[src/rtl/load_store_unit_if.sv]
// Data-memory bus between the load/store unit (master) and memory (slave).
interface load_store_unit_if;
  // Handshake: the master raises bus_req and holds bus_we/bus_adr/bus_wdata/bus_sel
  // stable until it samples bus_ack=1 on a rising edge. bus_rdata is valid in that
  // same cycle. The slave asserts bus_ack only while bus_req is high. The master
  // drops bus_req in the cycle after the ack.
  logic        bus_req;
  logic        bus_we;
  logic [31:0] bus_adr;
  logic [31:0] bus_wdata;
  logic [3:0]  bus_sel;
  logic [31:0] bus_rdata;
  logic        bus_ack;

  modport master (
    output bus_req, bus_we, bus_adr, bus_wdata, bus_sel,
    input  bus_rdata, bus_ack
  );

  modport slave (
    input  bus_req, bus_we, bus_adr, bus_wdata, bus_sel,
    output bus_rdata, bus_ack
  );
endinterface

[src/rtl/load_store_unit.sv]
// RV32I load/store unit: one bus transaction per access, stalls the core meanwhile,
// returns an extended load value and flags misaligned/illegal/timed-out accesses.
module load_store_unit #(
  parameter int unsigned TIMEOUT = 16
) (
  input  logic        clk,
  input  logic        rst,
  input  logic        mem_read,
  input  logic        mem_write,
  input  logic [2:0]  funct3,
  input  logic [31:0] address,
  input  logic [31:0] store_data,
  output logic [31:0] load_data,
  output logic        stall,
  output logic        done,
  output logic        fault,
  output logic [1:0]  state_dbg,
  load_store_unit_if.master bus
);

  typedef enum logic [1:0] {IDLE = 2'd0, BUS = 2'd1, DONE = 2'd2, ERR = 2'd3} state_t;

  localparam int CW = (TIMEOUT > 1) ? $clog2(TIMEOUT + 1) : 1;
  localparam logic [CW-1:0] TO_LAST = (TIMEOUT > 0) ? CW'(TIMEOUT - 1) : '0;

  state_t        state_q, state_d;
  logic [CW-1:0] cnt_q;
  logic [2:0]    f3_q;
  logic [1:0]    lane_q;

  logic          req;
  logic          illegal;
  logic [3:0]    sel_d;
  logic [31:0]   wdata_d;
  logic [7:0]    byte_v;
  logic [15:0]   half_v;
  logic [31:0]   load_ext;

  assign state_dbg = state_q;
  assign req = mem_read | mem_write;

  // Decode the request: legality, byte enables and lane-replicated store data.
  always_comb begin
    illegal = (mem_read & mem_write)
            | (funct3[1:0] == 2'b11)
            | (funct3 == 3'b110)
            | (mem_write & funct3[2])
            | ((funct3[1:0] == 2'b01) & address[0])
            | ((funct3[1:0] == 2'b10) & (address[1:0] != 2'b00));
    sel_d   = 4'b1111;
    wdata_d = store_data;
    case (funct3[1:0])
      2'b00: begin
        sel_d   = 4'b0001 << address[1:0];
        wdata_d = {4{store_data[7:0]}};
      end
      2'b01: begin
        sel_d   = address[1] ? 4'b1100 : 4'b0011;
        wdata_d = {2{store_data[15:0]}};
      end
      default: begin
        sel_d   = 4'b1111;
        wdata_d = store_data;
      end
    endcase
  end

  // Pick the addressed byte/half out of the read word and extend it.
  always_comb begin
    byte_v = bus.bus_rdata[7:0];
    case (lane_q)
      2'd0: byte_v = bus.bus_rdata[7:0];
      2'd1: byte_v = bus.bus_rdata[15:8];
      2'd2: byte_v = bus.bus_rdata[23:16];
      default: byte_v = bus.bus_rdata[31:24];
    endcase
    half_v = lane_q[1] ? bus.bus_rdata[31:16] : bus.bus_rdata[15:0];
    case (f3_q)
      3'b000: load_ext = {{24{byte_v[7]}}, byte_v};
      3'b001: load_ext = {{16{half_v[15]}}, half_v};
      3'b100: load_ext = {24'd0, byte_v};
      3'b101: load_ext = {16'd0, half_v};
      default: load_ext = bus.bus_rdata;
    endcase
  end

  // Next-state and control outputs; stall is combinational so the core freezes in the request cycle.
  always_comb begin
    state_d     = state_q;
    stall       = 1'b0;
    done        = 1'b0;
    fault       = 1'b0;
    bus.bus_req = 1'b0;
    case (state_q)
      IDLE: begin
        if (req) begin
          if (illegal) begin
            state_d = ERR;
          end else begin
            stall   = 1'b1;
            state_d = BUS;
          end
        end
      end
      BUS: begin
        stall       = 1'b1;
        bus.bus_req = 1'b1;
        if (bus.bus_ack) begin
          state_d = DONE;
        end else if ((TIMEOUT > 0) && (cnt_q == TO_LAST)) begin
          state_d = ERR;
        end
      end
      DONE: begin
        done    = 1'b1;
        state_d = IDLE;
      end
      default: begin
        fault   = 1'b1;
        state_d = IDLE;
      end
    endcase
    if (rst) stall = 1'b0;
  end

  // State register, bus output latches, BUS-cycle counter and load result.
  always_ff @(posedge clk) begin
    if (rst) begin
      state_q       <= IDLE;
      cnt_q         <= '0;
      f3_q          <= 3'd0;
      lane_q        <= 2'd0;
      load_data     <= 32'd0;
      bus.bus_we    <= 1'b0;
      bus.bus_adr   <= 32'd0;
      bus.bus_wdata <= 32'd0;
      bus.bus_sel   <= 4'd0;
    end else begin
      state_q <= state_d;
      cnt_q   <= (state_q == BUS) ? cnt_q + 1'b1 : '0;
      if (state_q == IDLE && state_d == BUS) begin
        f3_q          <= funct3;
        lane_q        <= address[1:0];
        bus.bus_we    <= mem_write;
        bus.bus_adr   <= {address[31:2], 2'b00};
        bus.bus_wdata <= wdata_d;
        bus.bus_sel   <= sel_d;
      end
      if (state_q == BUS && bus.bus_ack && !bus.bus_we) begin
        load_data <= load_ext;
      end
    end
  end

endmodule

[src/flat_wrapper.sv]
// flat-port wrapper written by rule: the top's interface ports become plain ports
module load_store_unit_flat 
#(
  parameter int unsigned TIMEOUT = 16
)
  (clk, rst, mem_read, mem_write, funct3, address, store_data, load_data, stall, done, fault, state_dbg, bus_bus_req, bus_bus_we, bus_bus_adr, bus_bus_wdata, bus_bus_sel, bus_bus_rdata, bus_bus_ack);
  load_store_unit_if bus_i ();
  input  logic clk;
  input  logic rst;
  input  logic mem_read;
  input  logic mem_write;
  input  logic [2:0] funct3;
  input  logic [31:0] address;
  input  logic [31:0] store_data;
  output logic [31:0] load_data;
  output logic stall;
  output logic done;
  output logic fault;
  output logic [1:0] state_dbg;
  output wire logic [$bits(bus_i.bus_req)-1:0] bus_bus_req;
  output wire logic [$bits(bus_i.bus_we)-1:0] bus_bus_we;
  output wire logic [$bits(bus_i.bus_adr)-1:0] bus_bus_adr;
  output wire logic [$bits(bus_i.bus_wdata)-1:0] bus_bus_wdata;
  output wire logic [$bits(bus_i.bus_sel)-1:0] bus_bus_sel;
  input wire logic [$bits(bus_i.bus_rdata)-1:0] bus_bus_rdata;
  input wire logic [$bits(bus_i.bus_ack)-1:0] bus_bus_ack;
  assign bus_bus_req = bus_i.bus_req;
  assign bus_bus_we = bus_i.bus_we;
  assign bus_bus_adr = bus_i.bus_adr;
  assign bus_bus_wdata = bus_i.bus_wdata;
  assign bus_bus_sel = bus_i.bus_sel;
  assign bus_i.bus_rdata = bus_bus_rdata;
  assign bus_i.bus_ack = bus_bus_ack;
  load_store_unit #(.TIMEOUT(TIMEOUT)) u_core (.clk(clk), .rst(rst), .mem_read(mem_read), .mem_write(mem_write), .funct3(funct3), .address(address), .store_data(store_data), .load_data(load_data), .stall(stall), .done(done), .fault(fault), .state_dbg(state_dbg), .bus(bus_i));
endmodule
[config.mk]
export PLATFORM = sky130hd
export DESIGN_NAME = load_store_unit_flat
export DESIGN_NICKNAME = d
export VERILOG_FILES = /design/src/rtl/load_store_unit_if.sv /design/src/rtl/load_store_unit.sv /design/src/flat_wrapper.sv
export SDC_FILE = /design/constraint.sdc
export NUM_CORES = 1
export LEC_CHECK = 0
export BUFFER_PORTS_ARGS = -buffer_cell sky130_fd_sc_hd__buf_4
export CORE_AREA = 2 2 112 103
export CTS_BUF_LIST = sky130_fd_sc_hd__clkbuf_4
export DETAILED_ROUTE_END_ITERATION = 16
export DIE_AREA = 0 0 114 105
export HOLD_SLACK_MARGIN = 0.15
export PLACE_DENSITY = 0.8
export SLEW_MARGIN = 20
export SYNTH_ARGS = -nofsm -noshare
export SYNTH_HDL_FRONTEND = slang
export SYNTH_SLANG_ARGS = --single-unit
[constraint.sdc]
create_clock -name clk -period 1.8 [get_ports clk]
set_input_delay 0 -clock clk [delete_from_list [all_inputs] [get_ports clk]]
set_output_delay 0 -clock clk [all_outputs]
set_load 0.01 [all_outputs]
# Yosys cells after proc, flatten, opt, wreduce, memory -nomap -nowiden
# Cells that the tools add are included.
[op_classes] addsub=1 multipliers=0 div_mod_pow=0 order_cmp=0 n_eq_ne=13 shift=1 mux=18 n_bitwise=11 n_reduce_logical=11
[ops] op="$pmux 32 s4" n=1
[ops] op="$pmux 32 s2" n=1
[ops] op="$pmux 8 s3" n=1
[ops] op="$mux 16" n=1
[ops] op="$eq 3x3->1 const B" n=3
[ops] op="$eq 2x1->1 const B" n=4
[ops] op="$eq 2x2->1 const B" n=4
[ops] op="$mux 2" n=4
[ops] op="$pmux 4 s2" n=1
[ops] op="$logic_not 2->1" n=3
[ops] op="$mux 1" n=6
[ops] op="$or 1x1->1" n=6
[ops] op="$add 5x1->5 const B" n=1
[ops] op="$eq 5x4->1 const B" n=1
[ops] op="$and 1x1->1" n=4
[ops] op="$mux 4" n=1
[ops] op="$pmux 2 s2" n=1
[ops] op="$shl 1x2->4 const A" n=1
[ops] op="$eq 3x1->1 const B" n=1
[ops] op="$logic_and 1x1->1" n=3
[ops] op="$logic_not 3->1" n=1
[ops] op="$reduce_or 3->1" n=1
[ops] op="$pmux 1 s2" n=1
[ops] op="$reduce_bool 2->1" n=1
[ops] op="3 further kinds" n=3
[totals] register_bits=111 latchBits=0 ramBits=0 rom_bits=0 elab_cells=64 n_memories=0

# Depth between registers and ports, before layout
# Gate-level depths: netlist of run 1.
[depth] depth_word=11 ltp_mapped=7

# Least setup slack after synthesis of run 1
# OpenSTA, ideal clock, no wires.
[synth_timing] path_type="register to register" startpoint="reg u_core.state_q[0], in the netlist u_core.state_dbg[0]" endpoint="reg u_core.load_data[22]" setup_ps=143 arrival_time_ps=1398 path_slack_ps=259 path_stages_with_launch=5 n_path_buf=2 synth_period_minus_slack_ps=1541 cell_sequence="dfxtp_1 > and4bb_2 > clkbuf_1 > clkbuf_1 > a41oi_1"
[synth_between] elab_chain_len=3
[synth_rtl] element="start, declared" line="load_store_unit.sv:26" text="state_t state_q, state_d;"
[synth_rtl] element="start signal, assigned" line="load_store_unit.sv:139" text="state_q <= state_d;"
[synth_rtl] element="$eq 2x1->1" line="load_store_unit.sv:149" text="if (state_q == BUS && bus.bus_ack && !bus.bus_we) begin"
[synth_rtl] element="$logic_and 1x1->1 (2 in a row)" line="load_store_unit.sv:149"
[synth_rtl] element="end signal, assigned" line="load_store_unit.sv:150" text="load_data <= load_ext;"
[synth_rtl] element="end, declared" line="load_store_unit.sv:13" text="output logic [31:0] load_data,"
# Every way passes these cells.
# A chain may end at the register's enable or synchronous reset.

# Worst setup path in the final report of run 1
[layout_timing] startpoint="reg u_core.lane_q[1]" endpoint="reg u_core.load_data[8]"
[layout_between] elab_chain_len=3 elab_cells_between_ends=6 cone_classes="eq/ne (2); mux (3); reduce/logical (1)"
[layout_rtl] element="start, declared" line="load_store_unit.sv:29" text="logic [1:0] lane_q;"
[layout_rtl] element="start signal, assigned" line="load_store_unit.sv:143" text="lane_q <= address[1:0];"
[layout_rtl] element="$eq 2x2->1 (tied with other cells)" line="load_store_unit.sv:71" text="case (lane_q)"
[layout_rtl] element="$pmux 8 s3" line="load_store_unit.sv:71"
[layout_rtl] element="$pmux 32 s4 *" line="load_store_unit.sv:78" text="case (f3_q)"
# Every way passes the cells marked *; elsewhere a longest branch is shown, timed or not.

==> qor.yml, run 1 <==
finClkSkew_ps: 25.8
start_util: 0.496
critical_path_required_ps: 2200
layout-drive-gt1-share: 0.279
grt_pass1_wl_mm: 31.6
irDropWorstVdd_v: 0.000677
cts_setup_buffers: 0
dieHeight_um: 105
seq_area_frac_synth: 0.418
synth_top_area_cell: "dfxtp_1"
cts_buffer_depth: 2
max_slew_margin: 0.614
drcViolationCount: 0
status: "complete, no violations"
dp_slack_ps: 161
port_buffers: 208
cts_inserted_buffers: 9
syn_to_final_growth_pct: 55.8
leakage_nw: 3.33
cts.sinks: 111
hold_class: "input port to register"
synth.cell_area_um2: 5310
routed_wl_mm: 20.3
ant_nets: 0
critPathKind: "register to register"
num_vias: 6287
synth.area.top_cells: "dfxtp_1 (42%), a21oi_1 (7.8%), o21ai_0 (6.4%), mux2i_1 (5.7%), nand3_1 (4.2%)"
arrival_ps: 2110
wire_per_inst_um: 19.3
worst_slew_pin_slew_ps: 577
setup_viol: 0
async_flop_share: 0
worst_slack_ps: 86.5
rr_worst_depth: 5
synth_seq_cells: 111
dp_hpwl_mm: 11.9
power_density_nw_per_um2: 719
grt_max_degree: 112
hold_violations: 0
drtPass1Iterations: 5
hold_slack_ps: 286
ys.flop_type: "dfxtp_1"
dieArea_um2: 12000
grt_pass1_vias: 6240
crit_path_end_kind: "register"
rows: 36
start_kind: "register"
tritoncts: "yes"
vias_per_cell: 5.98
yosys_warnings: 0
finish.utilization: 0.772
maxCapViolCount: 0
fmax_ghz: 0.584
layout.nets: 1017
antenna_found_initial: 2
grt_use_total: 0.332
hold_depth: 4
gp_congestion: 0.889
core_area_um2: 10700
h-tree-depth: 3
first_iter_violations: 462
post-route-period-util: 0.952
synth_edf_count: 0
clk_pin_slew_ps: 180
cts_root_buffer: "clkbuf_4"
cp_max_fo: 17
synthCells: 629
syn_area_per_cell_um2: 8.45
final-max-slew-violation-count: 0
io_pins: 211
insertion_delay_ps: 520
synth_cell_types: 43
overflow: 0
yosys.area.top_type_share: 0.418
period_needed_ps: 1710
dieWidth_um: 114
-- synth_stat cells, drive strengths merged, types with 2 or more instances --
library cell	instances
and2	2
a21oi	84
o22ai	2
o2111ai	8
nor2	29
nand3b	10
nand2	43
a211oi	17
ha	2
o21ai	68
dfxtp	111
a41oi	16
nor2b	25
inv	3
o41ai	7
nand2b	5
buf	26
or2	2
nand3	45
o221ai	7
a311o	16
mux2i	30
clkbuf	44
a311oi	13
-- final cells by class --
type	count	area (µm²)
multi-input cells	445	2790
repair buffers	340	2910
diodes	2	5.00
clock buffers	9	67.6
clock inverters	7	105
fillers	689	2440
flip-flops and latches	111	2220
inverters	4	15.0
well taps	133	166
-- cells in the final DEF (no fill, tap or decap), types with 8 or more instances in the layout --
cell             n
buf_4          222
dlygate4sd3_1  112
dfxtp_1        110
a21oi_1         82
o21ai_0         68
nand3_1         45
nand2_1         43
mux2i_1         30
nor2_1          28
nor2b_1         25
a211oi_1        16
a311o_1         16
a41oi_1         16
a311oi_1        13
nand3b_1        10
clkbuf_4         9
o2111ai_1        8
-- through the flow --
step	instances	setup TNS, ps	cell area, µm²	total power, W
final	1051	0	8280	0.00595
after CTS	1049	0	8270	0.00590
after global routing	1051	-5.74	8280	0.00619
after global placement	921	0	6970	0.00418
after floorplan	630	0	5320	0.00353
after detailed placement	921	0	6970	0.00423
-- state kept, by name (all words and copies together), names as in the netlist --
name                  cells
u_core.state_dbg          2
u_core.bus.bus_we         1
u_core.bus.bus_sel        4
u_core.cnt_q              5
u_core.f3_q               3
u_core.load_data         32
u_core.bus.bus_wdata     32
u_core.bus.bus_adr       30
u_core.lane_q             2
-- final timing paths --
path / startpoint / to / slack [ps]
max: u_core.lane_q[1] / u_core.load_data[8] / 90
min: address[9] / u_core.bus.bus_adr[9] / 290
max reg2reg: u_core.lane_q[1] / u_core.load_data[8] / 90
min reg2reg: u_core.load_data[1] / u_core.load_data[1] / 470
-- layer usage --
metal | share of wire | up-vias | GRT usage | routed length, µm
li1 | - | 2897 | - | -
met5 | 0 | - | 0 | 0
met3 | 0.080 | 79 | 0.0940 | 1630
met2 | 0.49 | 341 | 0.548 | 9860
met1 | 0.39 | 2970 | 0.396 | 7950
met4 | 0.043 | 0 | 0.154 | 878
-- worst max-delay path, cell delays in order (launching register included) --
cell,delay [ps]
dfxtp_1,380
buf_4,210
nand2_1,100
o32a_1,370
a211oi_1,150
o41ai_1,400
-- kinds of logic after synthesis --
family	after synthesis	share of synthesized area
compound gates	241	0.293
buf+inv	74	0.0619
mux	31	0.0586
xor+xnor	2	0.00330
flops	111	0.418
fa+ha+maj	2	0.00471
simple gates	167	0.159
other cells	1	0.000706
-- power by group --
group	internal [W]	leakage (nW)	switching [W]	total, W
Combinational	0.000828	2.34	0.000924	0.00175
Sequential	0.00261	0.902	0.0000931	0.00270
Clock	0.000582	0.0887	0.000916	0.00150
-- repair_timing --
action	CTS	global route
endpoints found under the hold margin	111	0
hold buffers	112	0
gates resized for setup	1	2
endpoints found under the setup margin	1	2
(Power assumes the default switching activity.)
==> run 2: changes to the inputs <==
ABC_AREA = 1   (was not set)
CORE_AREA = 2 2 110 101   (was 2 2 112 103)
DIE_AREA = 0 0 112 103   (was 0 0 114 105)
==> qor.yml, run 2 <==
status: "complete, no violations"
ys.flop_type: "dfxtp_1"
rsz0062_at_grt: "true"
worst_slew_pin_slew_ps: 517  # -59.9 ps
port_buffers: 208  # unchanged
final_cell_mix: "buf_4 (222), nand2_1 (180), nor2_1 (134)"
slowest_delay_ps: 590  # +190 ps
period_needed_ps: 1750  # +40.2 ps
worst_slack_ps: 46.3  # -40.2 ps
rows: 36  # unchanged
arrival_ps: 2180  # +70 ps
synth_edf_count: 0  # unchanged
final-max-slew-violation-count: 0  # unchanged
largestRegisters: "u_core.bus.bus_wdata (32), u_core.load_data (32), u_core.bus.bus_adr (30)"
setup_tns_ps: 0  # unchanged
syn_area_per_cell_um2: 6.76  # -20%
synth_cell_types: 27  # -37%
finish.utilization: 0.768  # -0.00389
slowest_stage: "dlygate4sd3_1"
rrSetupSlack_ps: 60  # -30 ps
cts_buffer_depth: 2  # unchanged
synth.most_common_cell: "nand2_1"
grt_pass1_vias: 5785  # -7.3%
crit_path_end_kind: "register"
synth_commonest_cells: "nand2_1 (180), nor2_1 (134), dfxtp_1 (111)"
cp_max_fo: 1  # -16
maxCapViolCount: 0  # unchanged
cts.sinks: 111  # unchanged
r2r_end: "u_core.bus.bus_wdata[28]"
syn_to_final_growth_pct: 59.6
insertion_delay_ps: 480  # -40 ps
hold_class: "input port to register"
synth_seq_cells: 111  # unchanged
yosys.area.top_type_share: 0.438  # +0.0197
cts_root_buffer: "clkbuf_4"
crit_chain: "dlygate4sd3_1 -> buf_4 -> nand2_1 -> dlygate4sd3_1 -> nand3_1 -> nand3_1 -> dlygate4sd3_1 -> a21oi_1"
core_area_um2: 10500  # -1.7%
start_kind: "input port"
synthCells: 751  # +19%
dieArea_um2: 11500  # -3.6%
num_vias: 6376  # +1.4%
max_slew_margin: 0.655  # +0.0413
synth_top_area_cell: "dfxtp_1"
h-tree-depth: 3  # unchanged
yosys_warnings: 0  # unchanged
grt_max_degree: 63  # -44%
antenna_found_initial: 0  # -2
dp_slack_ps: 154  # -7.41 ps
dp_hpwl_mm: 11.1  # -6.5%
cts_inserted_buffers: 9  # unchanged
min_from: "funct3[1]"
layout-drive-gt1-share: 0.243  # -0.0365
hold_depth: 7  # +3
critical_path.top_delay_family: "buffers and inverters"
cp_num_buf_inv: 4  # +3
start_util: 0.481  # -0.0142
seq_area_frac_synth: 0.438  # +0.0197
dieWidth_um: 112  # -1.8%
tritoncts: "yes"
drcViolationCount: 0  # unchanged
gp_congestion: 0.877  # -1.4%
critPathKind: "input port to register"
critical_path_required_ps: 2220  # +20 ps
first_iter_violations: 517  # +12%
synth.cell_area_um2: 5070  # -4.5%
holdPathEnd: "u_core.bus.bus_wdata[4]"
grt_pass1_wl_mm: 28.6  # -9.6%
drtPass1Iterations: 8  # +3
setup_viol: 0  # unchanged
wire_per_inst_um: 15.9  # -18%
layout.nets: 1175  # +16%
hold_violations: 0  # unchanged
ant_nets: 0  # unchanged
vias_per_cell: 5.28  # -12%
crit_top_cell: "dlygate4sd3_1"
dieHeight_um: 103  # -1.9%
finClkSkew_ps: 15.9  # -9.87 ps
synth.area.top_cells: "dfxtp_1 (44%), nand2_1 (13%), nor2_1 (9.9%), o21ai_1 (5.4%), a21oi_1 (5.3%)"
r2r_start: "u_core.state_dbg[0]"
io_pins: 211  # unchanged
irDropWorstVdd_v: 0.000478  # -29%
leakage_nw: 3.77  # +13%
overflow: 0  # unchanged
final_common_cell: "buf_4"
rr_worst_depth: 5  # unchanged
fmax_ghz: 0.570  # -2.3%
routed_wl_mm: 19.2  # -5.3%
grt_use_total: 0.311  # -0.0203
async_flop_share: 0  # unchanged
clk_pin_slew_ps: 180  # about the same
post-route-period-util: 0.974  # +0.0223
power_density_nw_per_um2: 698  # -2.9%
-- run 2: changes by cell type after synthesis, sizes merged, moves of 29 or more --
cell | before | now
clkbuf | 44 | 15
a21oi | 84 | 54
o21ai | 68 | 106
nand2 | 43 | 182
nor2 | 29 | 136
inv | 3 | 49
mux2i | 30 | 0
-- run 2: worst max-delay path by stage --
| stage | from | end | slack [ps] | depth (start not counted) |
|---|---|---|---|---|
| floorplan | u_core.state_dbg[0] | u_core.load_data[23] | 430 | 8 |
| global placement | u_core.state_dbg[0] | u_core.load_data[2] | 220 | 7 |
| detailed placement | u_core.state_dbg[0] | u_core.load_data[6] | 150 | 7 |
| CTS | u_core.state_dbg[0] | stall | 30 | 5 |
| global route | u_core.state_dbg[0] | u_core.bus.bus_wdata[30] | -40 | 5 |
| finish | store_data[28] | u_core.bus.bus_wdata[28] | 50 | 8 |
-- run 2: area by class of cell --
class	instances	area, µm²
sequential	111	2230
tap	133	166
fill	747	2440
inverter	50	194
multi-input combinational	543	2380
clock inverter	7	38.8
antenna	1	2.50
clock buffer	9	67.6
timing repair buffer	354	3020
-- run 2: routing by layer --
metal	track usage	part of all wire	up-vias
li1	-	-	3036
met1	0.373	0.39	2896
met2	0.544	0.49	364
met3	0.0700	0.078	80
met4	0.138	0.042	0
met5	0	0	-
-- run 2: cells by family after synthesis --
logic type | after synthesis | share of synthesized area
buf+inv | 99 | 0.0981
compound gates | 161 | 0.159
other cells | 1 | 0.000739
fa+ha+maj | 2 | 0.00493
flops | 111 | 0.438
simple gates | 377 | 0.299
-- run 2: power by group --
part           internal [W]  total, W  switching, W  leakage, nW
clock network      0.000275   0.00112      0.000842       0.0626
registers           0.00265   0.00277      0.000124        0.905
logic              0.000855   0.00176      0.000907         2.80
total               0.00378   0.00565       0.00187         3.77
-- run 2: through the flow --
stage          hold slack [ps]  cell area, µm²  total power (W)  cells
3_5_place_dp               230            6670          0.00425   1062
4_1_cts                    211            8040          0.00555   1203
2_1_floorplan              113            5080          0.00359    752
6_report                   244            8100          0.00565   1208
5_1_grt                    239            8100          0.00594   1207
3_3_place_gp               231            6670          0.00422   1062
-- run 2: worst reg2reg max path, stage by stage (launching register included) --
cell	delay, ps
dfxtp_2	380
nor3_4	230
buf_6	240
nand3_1	120
dlygate4sd3_1	580
a21oi_1	160
-- run 2: what timing repair did --
item | 4_1_cts | 5_1_grt
pin swaps | 0 | 3
setup buffers | 0 | 3
hold endpoints to repair | 108 | 0
resized for setup | 1 | 12
hold buffers | 125 | 0
gates cloned | 0 | 1
endpoints found under the setup margin | 1 | 22
==> run 3: changes to the inputs <==
ABC_AREA = not set   (was 1)
CORE_AREA = 2 2 112 103   (was 2 2 110 101)
DIE_AREA = 0 0 114 105   (was 0 0 112 103)
clock period = 1.79 ns   (was 1.8 ns; I/O delays follow)
==> qor.yml, run 3 (same netlist as run 1, synthesis figures left out) <==
p_total_w: 0.00571  # +1.1%
worst_slack_ps: 33.2  # -13.1 ps
insertion_delay_ps: 470  # about the same
clk_pin_slew_ps: 160  # -20 ps
final_common_cell: "buf_4"
critical_path_required_ps: 2160  # -60 ps
cts_buffer_depth: 2  # unchanged
layout.cells.non_filler: 1053  # -13%
worst_slew_pin_slew_ps: 601  # +83.3 ps
h-tree-depth: 3  # unchanged
crit_chain: "dlygate4sd3_1 -> buf_4 -> nor4_4 -> o22a_2 -> buf_12 -> a21oi_1 -> a311oi_2"
dieArea_um2: 12000  # +3.8%
first_iter_violations: 572  # +11%
power_density_nw_per_um2: 692  # -0.92%
setup_viol: 0  # unchanged
drcViolationCount: 0  # unchanged
crit_cells: 7  # -1
cts.sinks: 111  # unchanged
grt_pass1_wl_mm: 32.0  # +12%
layout.nets: 1023  # -13%
tritoncts: "yes"
vias_per_cell: 6.05  # +15%
final-max-slew-violation-count: 0  # unchanged
slowest_stage: "dlygate4sd3_1"
rr_worst_depth: 5  # unchanged
ant_nets: 0  # unchanged
crit_end: "u_core.bus.bus_wdata[11]"
critPathKind: "input port to register"
post-route-period-util: 0.981
insertedDiodeCount: 0  # -1
arrival_ps: 2120  # -60 ps
gp_congestion: 0.925  # +5.4%
design_area_um2: 8260  # +2.0%
rrSetupSlack_ps: 110  # +50 ps
cp_num_buf_inv: 3  # -1
dieWidth_um: 114  # +1.8%
min_from: "mem_read"
cts_root_buffer: "clkbuf_4"
dieHeight_um: 105  # +1.9%
rows: 36  # unchanged
crit_path_end_kind: "register"
syn_to_final_growth_pct: 55.5
layout-drive-gt1-share: 0.285  # +0.0418
hold_class: "input port to register"
largestRegisters: "u_core.bus.bus_wdata (32), u_core.load_data (32), u_core.bus.bus_adr (30)"
io_pins: 211  # unchanged
r2r_start: "u_core.state_dbg[1]"
leakage_nw: 3.33  # -12%
r2r_end: "u_core.state_dbg[0]"
wire_per_inst_um: 19.5  # +22%
dp_hpwl_mm: 12.3  # +11%
hold_violations: 0  # unchanged
port_buffers: 208  # unchanged
dp.cells: 926  # -13%
maxCapViolCount: 0  # unchanged
final_cell_mix: "buf_4 (230), dlygate4sd3_1 (111), dfxtp_1 (111)"
max_slew_margin: 0.600  # -0.0555
setup_tns_ps: 0  # unchanged
core_area_um2: 10700  # +1.7%
grt_pass1_vias: 6370  # +10%
dp_slack_ps: 160  # +5.57 ps
slowest_delay_ps: 560  # -30 ps
start_util: 0.496  # +0.0142
antenna_found_initial: 0  # unchanged
crit_path_start: "address[0]"
grt_max_degree: 73  # +16%
routed_wl_mm: 20.5  # +6.5%
status: "complete, no violations"
drtPass1Iterations: 6  # -2
grt_use_total: 0.331  # +0.0196
rsz0062_at_grt: "false"
critical_path.top_delay_family: "buffers and inverters"
cts_inserted_buffers: 9  # unchanged
num_vias: 6369  # -0.11%
cp_max_fo: 57  # +56
overflow: 0  # unchanged
irDropWorstVdd_v: 0.000501  # +4.8%
start_kind: "input port"
period_needed_ps: 1760
fmax_ghz: 0.569
placed_area_um2: 7000  # +4.8%
finClkSkew_ps: 23.8  # +7.89 ps
==> run 3: tightest hold or removal path, cell delays in order <==
cell,delay [ps]
buf_4,120
o21ai_0,280
or3b_2,140
o21ai_0,60
==> run 3: where the power goes <==
group	switching (W)	leakage, nW	internal (W)
combinational	0.000937	2.36	0.000843
sequential	0.0000908	0.902	0.00262
clock	0.000793	0.0701	0.000428
==> run 3: per-stage QoR <==
stage / util / hold slack [ps]
6_report: 0.771 / 178
5_1_grt: 0.771 / 168
4_1_cts: 0.768 / 160
3_5_place_dp: 0.653 / 257
3_3_place_gp: 0.653 / 236
2_1_floorplan: - / 117
==> run 3: layer usage <==
metal / vias up / global-route usage / part of all wire / routed length, µm
li1: 2905 / - / - / -
met1: 2976 / 0.400 / 0.39 / 7900
met2: 386 / 0.541 / 0.48 / 9900
met3: 102 / 0.0766 / 0.079 / 1620
met4: 0 / 0.181 / 0.052 / 1070
met5: - / 0 / 0 / 0
==> run 3: area by class of cell <==
class | count | area (µm²)
timing repair buffer | 346 | 2940
fill | 705 | 2460
tap | 133 | 166
multi-input combinational | 445 | 2800
clock buffer | 10 | 75.1
sequential | 111 | 2220
inverter | 4 | 15.0
clock inverter | 4 | 47.5
==> run 3: what timing repair did <==
item                                    CTS  global route
endpoints found under the setup margin    0             6
endpoints found under the hold margin   106             0
resized for setup                         0             5
hold buffers                            111             0
buffers inserted                          0             2
==> run 3: how the worst min path moves through the flow <==
stage                          endpoint  slack [ps]  depth (start not counted)
2_1_floorplan       u_core.state_dbg[0]         120                          1
3_3_place_gp        u_core.state_dbg[0]         240                          2
3_5_place_dp        u_core.state_dbg[0]         260                          2
4_1_cts           u_core.bus.bus_sel[3]         160                          4
5_1_grt        u_core.bus.bus_wdata[14]         170                          4
6_report            u_core.state_dbg[1]         180                          4
